### src/rtl/prg_ray_buf_pkg.sv
// Shared types for the primary-ray buffer: ray payload, screen constants
// and a width helper used by the buffer and its storage array.
package prg_ray_buf_pkg;

    localparam int unsigned SCREEN_W   = 640;
    localparam int unsigned SCREEN_H   = 480;
    localparam int unsigned NUM_PIXELS = SCREEN_W * SCREEN_H;

    localparam int unsigned FLOAT_W    = 32;
    localparam int unsigned PIXEL_ID_W = 19;

    typedef logic [FLOAT_W-1:0] float_t;

    typedef struct packed {
        float_t x;
        float_t y;
        float_t z;
    } vector_t;

    typedef struct packed {
        logic [PIXEL_ID_W-1:0] pixelID;
        vector_t               dir;
    } prg_ray_t;

    // Counter width that never collapses to zero bits for tiny ranges.
    function automatic int unsigned clog2_min1(input int unsigned v);
        return (v > 1) ? $clog2(v) : 1;
    endfunction

endpackage

### src/rtl/prg_fifo_mem.sv
// Register-array storage for the ray FIFO.
//   clk    : write clock
//   we     : write enable
//   waddr  : write address
//   wdata  : write data
//   raddr  : asynchronous read address
//   rdata  : asynchronous read data (mem[raddr])
// Contents are intentionally not reset.
module prg_fifo_mem #(
    parameter int unsigned DEPTH = 16,
    parameter int unsigned W     = 32
) (
    input  logic                     clk,
    input  logic                     we,
    input  logic [$clog2(DEPTH)-1:0] waddr,
    input  logic [W-1:0]             wdata,
    input  logic [$clog2(DEPTH)-1:0] raddr,
    output logic [W-1:0]             rdata
);

    logic [W-1:0] mem_q [DEPTH];
    logic [W-1:0] mem_d [DEPTH];

    // Single write port.
    always_comb begin
        mem_d = mem_q;
        if (we) begin
            mem_d[waddr] = wdata;
        end
    end

    always_ff @(posedge clk) begin
        mem_q <= mem_d;
    end

    assign rdata = mem_q[raddr];

endmodule

### src/rtl/prg_ray_buf.sv
// First-word-fall-through ray buffer between prg_top and the intersection
// pipeline, with early back-pressure and a per-frame delivery counter.
//   clk              : system clock
//   rst              : asynchronous active-low reset
//   rayReady         : prg_data valid this cycle
//   prg_data         : incoming ray
//   int_to_prg_stall : registered back-pressure to prg_top
//   ray_valid        : ray_out holds a valid ray
//   ray_out          : head-of-FIFO ray
//   int_stall        : downstream cannot accept ray_out this cycle
//   frame_done       : pulse on the NUM_RAYS-th delivery (same cycle as deq)
//   occupancy        : current entry count
//   overflow         : sticky, a ray arrived with no space
module prg_ray_buf
    import prg_ray_buf_pkg::*;
#(
    parameter int unsigned DEPTH    = 16,
    parameter int unsigned SLACK    = 4,
    parameter int unsigned NUM_RAYS = NUM_PIXELS
) (
    input  logic                       clk,
    input  logic                       rst,
    input  logic                       rayReady,
    input  prg_ray_t                   prg_data,
    output logic                       int_to_prg_stall,
    output logic                       ray_valid,
    output prg_ray_t                   ray_out,
    input  logic                       int_stall,
    output logic                       frame_done,
    output logic [$clog2(DEPTH+1)-1:0] occupancy,
    output logic                       overflow
);

    localparam int unsigned PTR_W  = $clog2(DEPTH);
    localparam int unsigned OCC_W  = $clog2(DEPTH + 1);
    localparam int unsigned CNT_W  = clog2_min1(NUM_RAYS);
    localparam int unsigned RAY_W  = $bits(prg_ray_t);
    localparam int unsigned THRESH = DEPTH - SLACK;

    logic [OCC_W-1:0] count_q,   count_d;
    logic [PTR_W-1:0] wr_ptr_q,  wr_ptr_d;
    logic [PTR_W-1:0] rd_ptr_q,  rd_ptr_d;
    logic [CNT_W-1:0] ray_cnt_q, ray_cnt_d;
    logic             stall_q,   stall_d;
    logic             overflow_q, overflow_d;

    logic enq_c;
    logic deq_c;
    logic frame_done_c;
    logic [RAY_W-1:0] rdata;

    // A full FIFO still accepts a ray when the head leaves the same cycle.
    always_comb begin
        deq_c        = (count_q != '0) && !int_stall;
        enq_c        = rayReady && ((count_q < OCC_W'(DEPTH)) || deq_c);
        frame_done_c = deq_c && (ray_cnt_q == CNT_W'(NUM_RAYS - 1));
    end

    // Pointer, occupancy, back-pressure and frame bookkeeping.
    always_comb begin
        count_d    = count_q;
        wr_ptr_d   = wr_ptr_q;
        rd_ptr_d   = rd_ptr_q;
        ray_cnt_d  = ray_cnt_q;
        overflow_d = overflow_q;

        if (enq_c) begin
            wr_ptr_d = wr_ptr_q + PTR_W'(1);
        end
        if (deq_c) begin
            rd_ptr_d  = rd_ptr_q + PTR_W'(1);
            ray_cnt_d = frame_done_c ? '0 : ray_cnt_q + CNT_W'(1);
        end

        if (enq_c && !deq_c) begin
            count_d = count_q + OCC_W'(1);
        end else if (!enq_c && deq_c) begin
            count_d = count_q - OCC_W'(1);
        end

        if (rayReady && !enq_c) begin
            overflow_d = 1'b1;
        end

        // Stall is based on next-cycle occupancy so SLACK in-flight rays fit.
        stall_d = (count_d >= OCC_W'(THRESH));
    end

    always_ff @(posedge clk or negedge rst) begin
        if (!rst) begin
            count_q    <= '0;
            wr_ptr_q   <= '0;
            rd_ptr_q   <= '0;
            ray_cnt_q  <= '0;
            stall_q    <= 1'b0;
            overflow_q <= 1'b0;
        end else begin
            count_q    <= count_d;
            wr_ptr_q   <= wr_ptr_d;
            rd_ptr_q   <= rd_ptr_d;
            ray_cnt_q  <= ray_cnt_d;
            stall_q    <= stall_d;
            overflow_q <= overflow_d;
        end
    end

    prg_fifo_mem #(
        .DEPTH (DEPTH),
        .W     (RAY_W)
    ) u_mem (
        .clk   (clk),
        .we    (enq_c),
        .waddr (wr_ptr_q),
        .wdata (prg_data),
        .raddr (rd_ptr_q),
        .rdata (rdata)
    );

    assign ray_out          = prg_ray_t'(rdata);
    assign ray_valid        = (count_q != '0);
    assign occupancy        = count_q;
    assign int_to_prg_stall = stall_q;
    assign overflow         = overflow_q;
    assign frame_done       = frame_done_c;

endmodule
### config.mk
export PLATFORM = sky130hd
export DESIGN_NAME = prg_ray_buf
export DESIGN_NICKNAME = d
export VERILOG_FILES = /design/src/rtl/prg_ray_buf_pkg.sv /design/src/rtl/prg_fifo_mem.sv /design/src/rtl/prg_ray_buf.sv
export SDC_FILE = /design/constraint.sdc
export NUM_CORES = 2
export LEC_CHECK = 0
export BUFFER_PORTS_ARGS = -buffer_cell sky130_fd_sc_hd__buf_2
export CELL_PAD_IN_SITES_DETAIL_PLACEMENT = 0
export CELL_PAD_IN_SITES_GLOBAL_PLACEMENT = 1
export CORE_MARGIN = 4
export CORE_UTILIZATION = 60
export DETAILED_ROUTE_END_ITERATION = 10
export HOLD_SLACK_MARGIN = 0.08
export PLACE_DENSITY = 0.9
export RECOVER_POWER = 25
export SLEW_MARGIN = 5
export SYNTH_ARGS = -nofsm -noshare
export SYNTH_HDL_FRONTEND = slang
export SYNTH_SLANG_ARGS = --single-unit
### constraint.sdc
create_clock -name clk -period 19.5 [get_ports clk]
set_clock_uncertainty 0.2 [all_clocks]
set_input_delay 3.9 -clock clk [delete_from_list [all_inputs] [get_ports clk]]
set_output_delay 3.9 -clock clk [all_outputs]
set_load 0.005 [all_outputs]
# Yosys cells after proc, flatten, opt, wreduce, memory -nomap -nowiden
# Index checks and enable logic that the tools add are counted.
totals:
  latchBits: 0
  mem_count: 0
  ram_bits: 0
  elab_cells: 56
  register_bits: 1874
  output_inout_bits: 124
  input_bits: 119
  mem_bits_ro: 0
op_classes:
  div: 0
  reduce_logical: 12
  magnitude_cmp: 5
  eq_ne: 1
  mux: 9
  bitwise_logic: 2
  n_addsub: 5
  n_mul: 0
  n_shift: 0
op_table:
  columns: ["op", "n"]
  rows:
  - ["1840-bit bitwise mux", 1]
  - ["115-bit binary-select mux with 4-bit select", 1]
  - ["115-bit demux with 4-bit select", 1]
  - ["115-bit 2-to-1 mux", 3]
  - ["19-bit by 1-bit adder with 19-bit output, second input constant", 1]
  - ["19-bit equality test, second input constant", 1]
  - ["19-bit 2-to-1 mux", 1]
  - ["5-bit >= comparator, second input constant", 2]
  - ["5-bit 2-to-1 mux", 2]
  - ["4-bit inverter with 5-bit output", 2]
  - ["4-bit by 1-bit adder with 4-bit output, second input constant", 2]
  - ["1-bit logical AND", 7]
  - ["5-bit by 1-bit adder with 5-bit output, second input constant", 1]
  - ["5-bit by 4-bit >= comparator with 1-bit output, second input constant", 1]
  - ["5-bit by 1-bit < comparator with 1-bit output, second input constant", 1]
  - ["5-bit < comparator, second input constant", 1]
  - ["5-bit nonzero test", 1]
  - ["5-bit by 1-bit subtractor with 5-bit output, second input constant", 1]
  - ["1-bit logical NOT", 3]
  - ["1-bit logical OR", 1]

# Logic depth before layout (Yosys ltp)
depth:
  depth_word: 9
  ltp_mapped: 7
  depth_no_buf: 7

# Hierarchy
# From an unflattened synthesis, not the netlist that was laid out.
hier_totals:
  hier_cells: 2999
  area_unflattened_um2: 70526.4
modules_own_cells:
  columns: ["module", "seq_area_each_um2", "cells_per_inst", "n_inst", "area_each_um2"]
  rows:
  - ["prg_fifo_mem", 55253.0, 2830, 1, 68786.0]
  - ["prg_ray_buf", 850.8, 169, 1, 1740.4]

# Least setup slack after synthesis
# OpenSTA, ideal clock, no wires.
synth_path:
  path_kind: "input to register"
  start: "input int_stall"
  end: "register u_mem.mem_q[1380] in the netlist's numbering (enable)"
  setup_ns: 0.729
  path_buffers: 1
  setup_slack_ns: 6.100
  arrival_time_ns: 12.470
  cell_stages: 4
  required_time_ns: 18.571
  path_cell_list: "clkbuf_1 a21boi_1 nand2_1 nor3_1"
synth_via:
  elab_chain_cells: 4
synth_lines:
  columns: ["element", "line_no", "source"]
  rows:
  - ["start, declared", "prg_ray_buf.sv:28", "input logic int_stall,"]
  - ["1-bit logical NOT", "prg_ray_buf.sv:54", "deq_c = (count_q != '0) && !int_stall;"]
  - ["1-bit logical AND", "prg_ray_buf.sv:54", null]
  - ["1-bit logical OR", "prg_ray_buf.sv:55", "enq_c = rayReady && ((count_q < OCC_W'(DEPTH)) || deq_c);"]
  - ["1-bit logical AND", "prg_ray_buf.sv:55", null]
  - ["end signal, assigned", "prg_fifo_mem.sv:33", "mem_q <= mem_d;"]
  - ["end, declared", "prg_fifo_mem.sv:21", "logic [W-1:0] mem_q [DEPTH];"]
# Every way passes these cells.
# A chain may end at the register's enable or synchronous reset.

==> summary.md <==
| Metric | Value |
|---|---|
| CP max FO | `80` |
| WS Path Type | `reg2out` |
| Max Slew Vio Count | `0` |
| DR iter-0 viols | `4767` |
| Ys Warns | `0` |
| HPWL Detailed | `76.0 mm` |
| PwrDens | `146 mW/mm^2` |
| First-pass GRT wire length | `245 mm` |
| Pre-CTS setup slack | `10.16 ns` |
| Initial antenna violation count | `29` |
| Final core occ | `68.1%` |
| Die width | `351 um` |
| Synth-to-Final Area Change | `12.3%` |
| # Max-Cap Violations | `0` |
| Via count | `32900` |
| Post-synthesis sequential area ratio | `79.3%` |
| Worst slew margin | `17.6%` |
| CP required | `15.40 ns` |
| Routed WL per cell | `35.2 um` |
| # setup viols final | `0` |
| Syn_area_per_cell | `25.9 sq um` |
| Clock Latency Late Sink | `0.80 ns` |
| Cts repair resizes | `0` |
| Syn_nets | `2863` |
| Final setup margin | `9.33 ns` |
| GPL Wtd Cong | `0.793` |
| Post-CTS Hold Fix Bufs | `0` |
| Vias in the first global route | `34100` |
| Ys async rst share | `1.81%` |
| RSZ-0062 raised after global routing | `no` |
| CTS Buffer Depth | `3` |
| Max IR drop VDD | `0.122 mV` |
| Inserted Clock Buffers | `179` |
| DR vias/cell | `6.90` |
| Row cnt | `125` |
| All-Layer GR Usage | `28.0%` |
| FMAX | `98.3 MHz` |
| Cell variety after synth | `45` |
| Register area | `0.0561 sq mm` |
| Leak pwr | `24.8 nW` |
| Largest net degree at the start of global routing | `123` |
| Area of the multi-input gates | `0.0140 sq mm` |
| CTS Root Cell | `clkbuf_16` |
| Die ar. | `0.123 sq mm` |
| Most common cell after layout, fill and taps aside | `edfxtp_1` |
| Post-DRT Antenna Nets | `0` |
| Remaining DRCs | `0` |
| Endpoints failing hold | `0` |
| Post-CTS Setup Inserts | `0` |
| First-pass DRT Iterations | `5` |
| CP endpoint kind | `primary output` |
| Number of I/O pins | `243` |
| Layout net count | `3203` |
| Number of enable flip-flop cells after synthesis | `1840` |
| Most frequent cells in the layout | `edfxtp_1 (1840), mux4_2 (575), clkbuf_16 (181)` |
| Final setup TNS | `0 ns` |
| Reg-to-reg slack, setup | `15.31 ns` |
| Die Span Y | `351 um` |
| Share of cells above drive strength 1 | `32.6%` |
| PortBufs | `242` |
| Synth Cell Area | `0.0707 sq mm` |
| Clock tree from TritonCTS | `yes` |
| Core Region | `0.117 sq mm` |
| CTS sink cnt | `1874` |
| Status | `finished, final reports clean` |
| Tightest Pin Transition | `1.24 ns` |
| Post-Syn Instances | `2736` |
| Min Tclk post-route | `10.17 ns` |
| Fillers | `6662` |
| GRT overflow | `0` |
| Most used DFF post-synth | `edfxtp_1` |
| Clock transition at the registers of the reported paths | `0.06 ns` |
| CTS H-tree depth | `4` |
| CP startpoint kind | `flop` |
| HP Class | `reg2reg` |
| Arrival @ worst endpoint | `6.07 ns` |
| Final WL | `168 mm` |
| Final Cycle Share | `52.2%` |
| Initial Util | `60.6%` |
| Synth Register Bits | `1874` |
-- stage by stage --
| stage | area, sq um | std cells | hold WS [ns] | power [mW] |
|---|---|---|---|---|
| final | 79500 | 4769 | 0.265 | 11.6 |
| after floorplan | 70700 | 2736 | 0.239 | 7.19 |
| after global placement | 73800 | 4419 | 0.255 | 8.10 |
| after CTS | 79500 | 4751 | 0.272 | 11.7 |
| after detailed placement | 73800 | 4419 | 0.258 | 8.21 |
| after global routing | 79400 | 4757 | 0.300 | 12.0 |
-- state kept, by name, indices dropped and copies added, names as in the netlist --
register and cells:
u_mem.mem_q 1840, ray_cnt_q 19, occupancy 5, rd_ptr_q 4, wr_ptr_q 4, int_to_prg_stall 1
overflow 1
-- power breakdown --
part,leakage (nW),internal (mW),total [mW],switching [mW]
registers,17.0,4.82,5.04,0.221
logic,5.05,1.54,3.14,1.60
clock network,2.78,1.91,3.40,1.50
total,24.8,8.26,11.6,3.32
-- cells in the mapped netlist (7+ instances only) --
cell type	number	area, sq um
o21ai_0	7	35.0
ha_1	8	100
nor3_1	10	50.1
edfxtp_1	1840	55300
nand4_1	11	68.8
nor2_1	20	75.1
clkbuf_1	77	289
buf_2	34	170
buf_6	20	225
dfrtp_1	34	851
mux4_2	575	12900
xnor2_1	16	140
inv_1	8	30.0
nand2_1	17	63.8
-- cell families (layout without fill, tap and decap cells) --
family / Yosys count / after routing / synth area share [%]
compound gates: 27 / 27 / 0.258
buf+inv: 144 / 635 / 1.04
flops: 1874 / 1874 / 79.3
other cells: 0 / 18 / 0
fa+ha+maj: 8 / 8 / 0.141
mux: 578 / 578 / 18.4
xor+xnor: 18 / 18 / 0.223
simple gates: 87 / 87 / 0.683
-- critical path: stages, from the launching register on --
cell and delay, ns:
dfrtp_4 1.07, buf_4 0.97, buf_4 0.78, buf_4 0.94, mux4_2 0.45, mux4_2 0.56, buf_2 0.17
-- worst paths after layout --
check / from / end / cells after the start
max in group asynchronous: rst / rd_ptr_q[1] / 1
min in group asynchronous: rst / ray_cnt_q[13] / 1
worst max-delay path: rd_ptr_q[1] / ray_out[18] / 6
worst max register to register: occupancy[4] / u_mem.mem_q[1463] / 5
worst min-delay path: overflow / overflow / 1
worst min register to register: overflow / overflow / 1
-- layer usage --
| metal | global-route usage, % | part of all wire [%] |
|---|---|---|
| met3 | 7.26 | 10 |
| met1 | 38.6 | 36 |
| met5 | 0 | 0.074 |
| met2 | 45.0 | 51 |
| met4 | 9.36 | 2.8 |
-- final cells by class --
type / count / area share [%]
multi-input cells: 718 / 17.6
clock buffers: 231 / 5.99
repair buffers: 294 / 2.04
well taps: 1524 / 2.40
inverters: 9 / 0.0425
clock inverters: 101 / 1.23
flip-flops and latches: 1874 / 70.6
diodes: 18 / 0.0567
No activity file was read; power rests on OpenSTA's default activity.
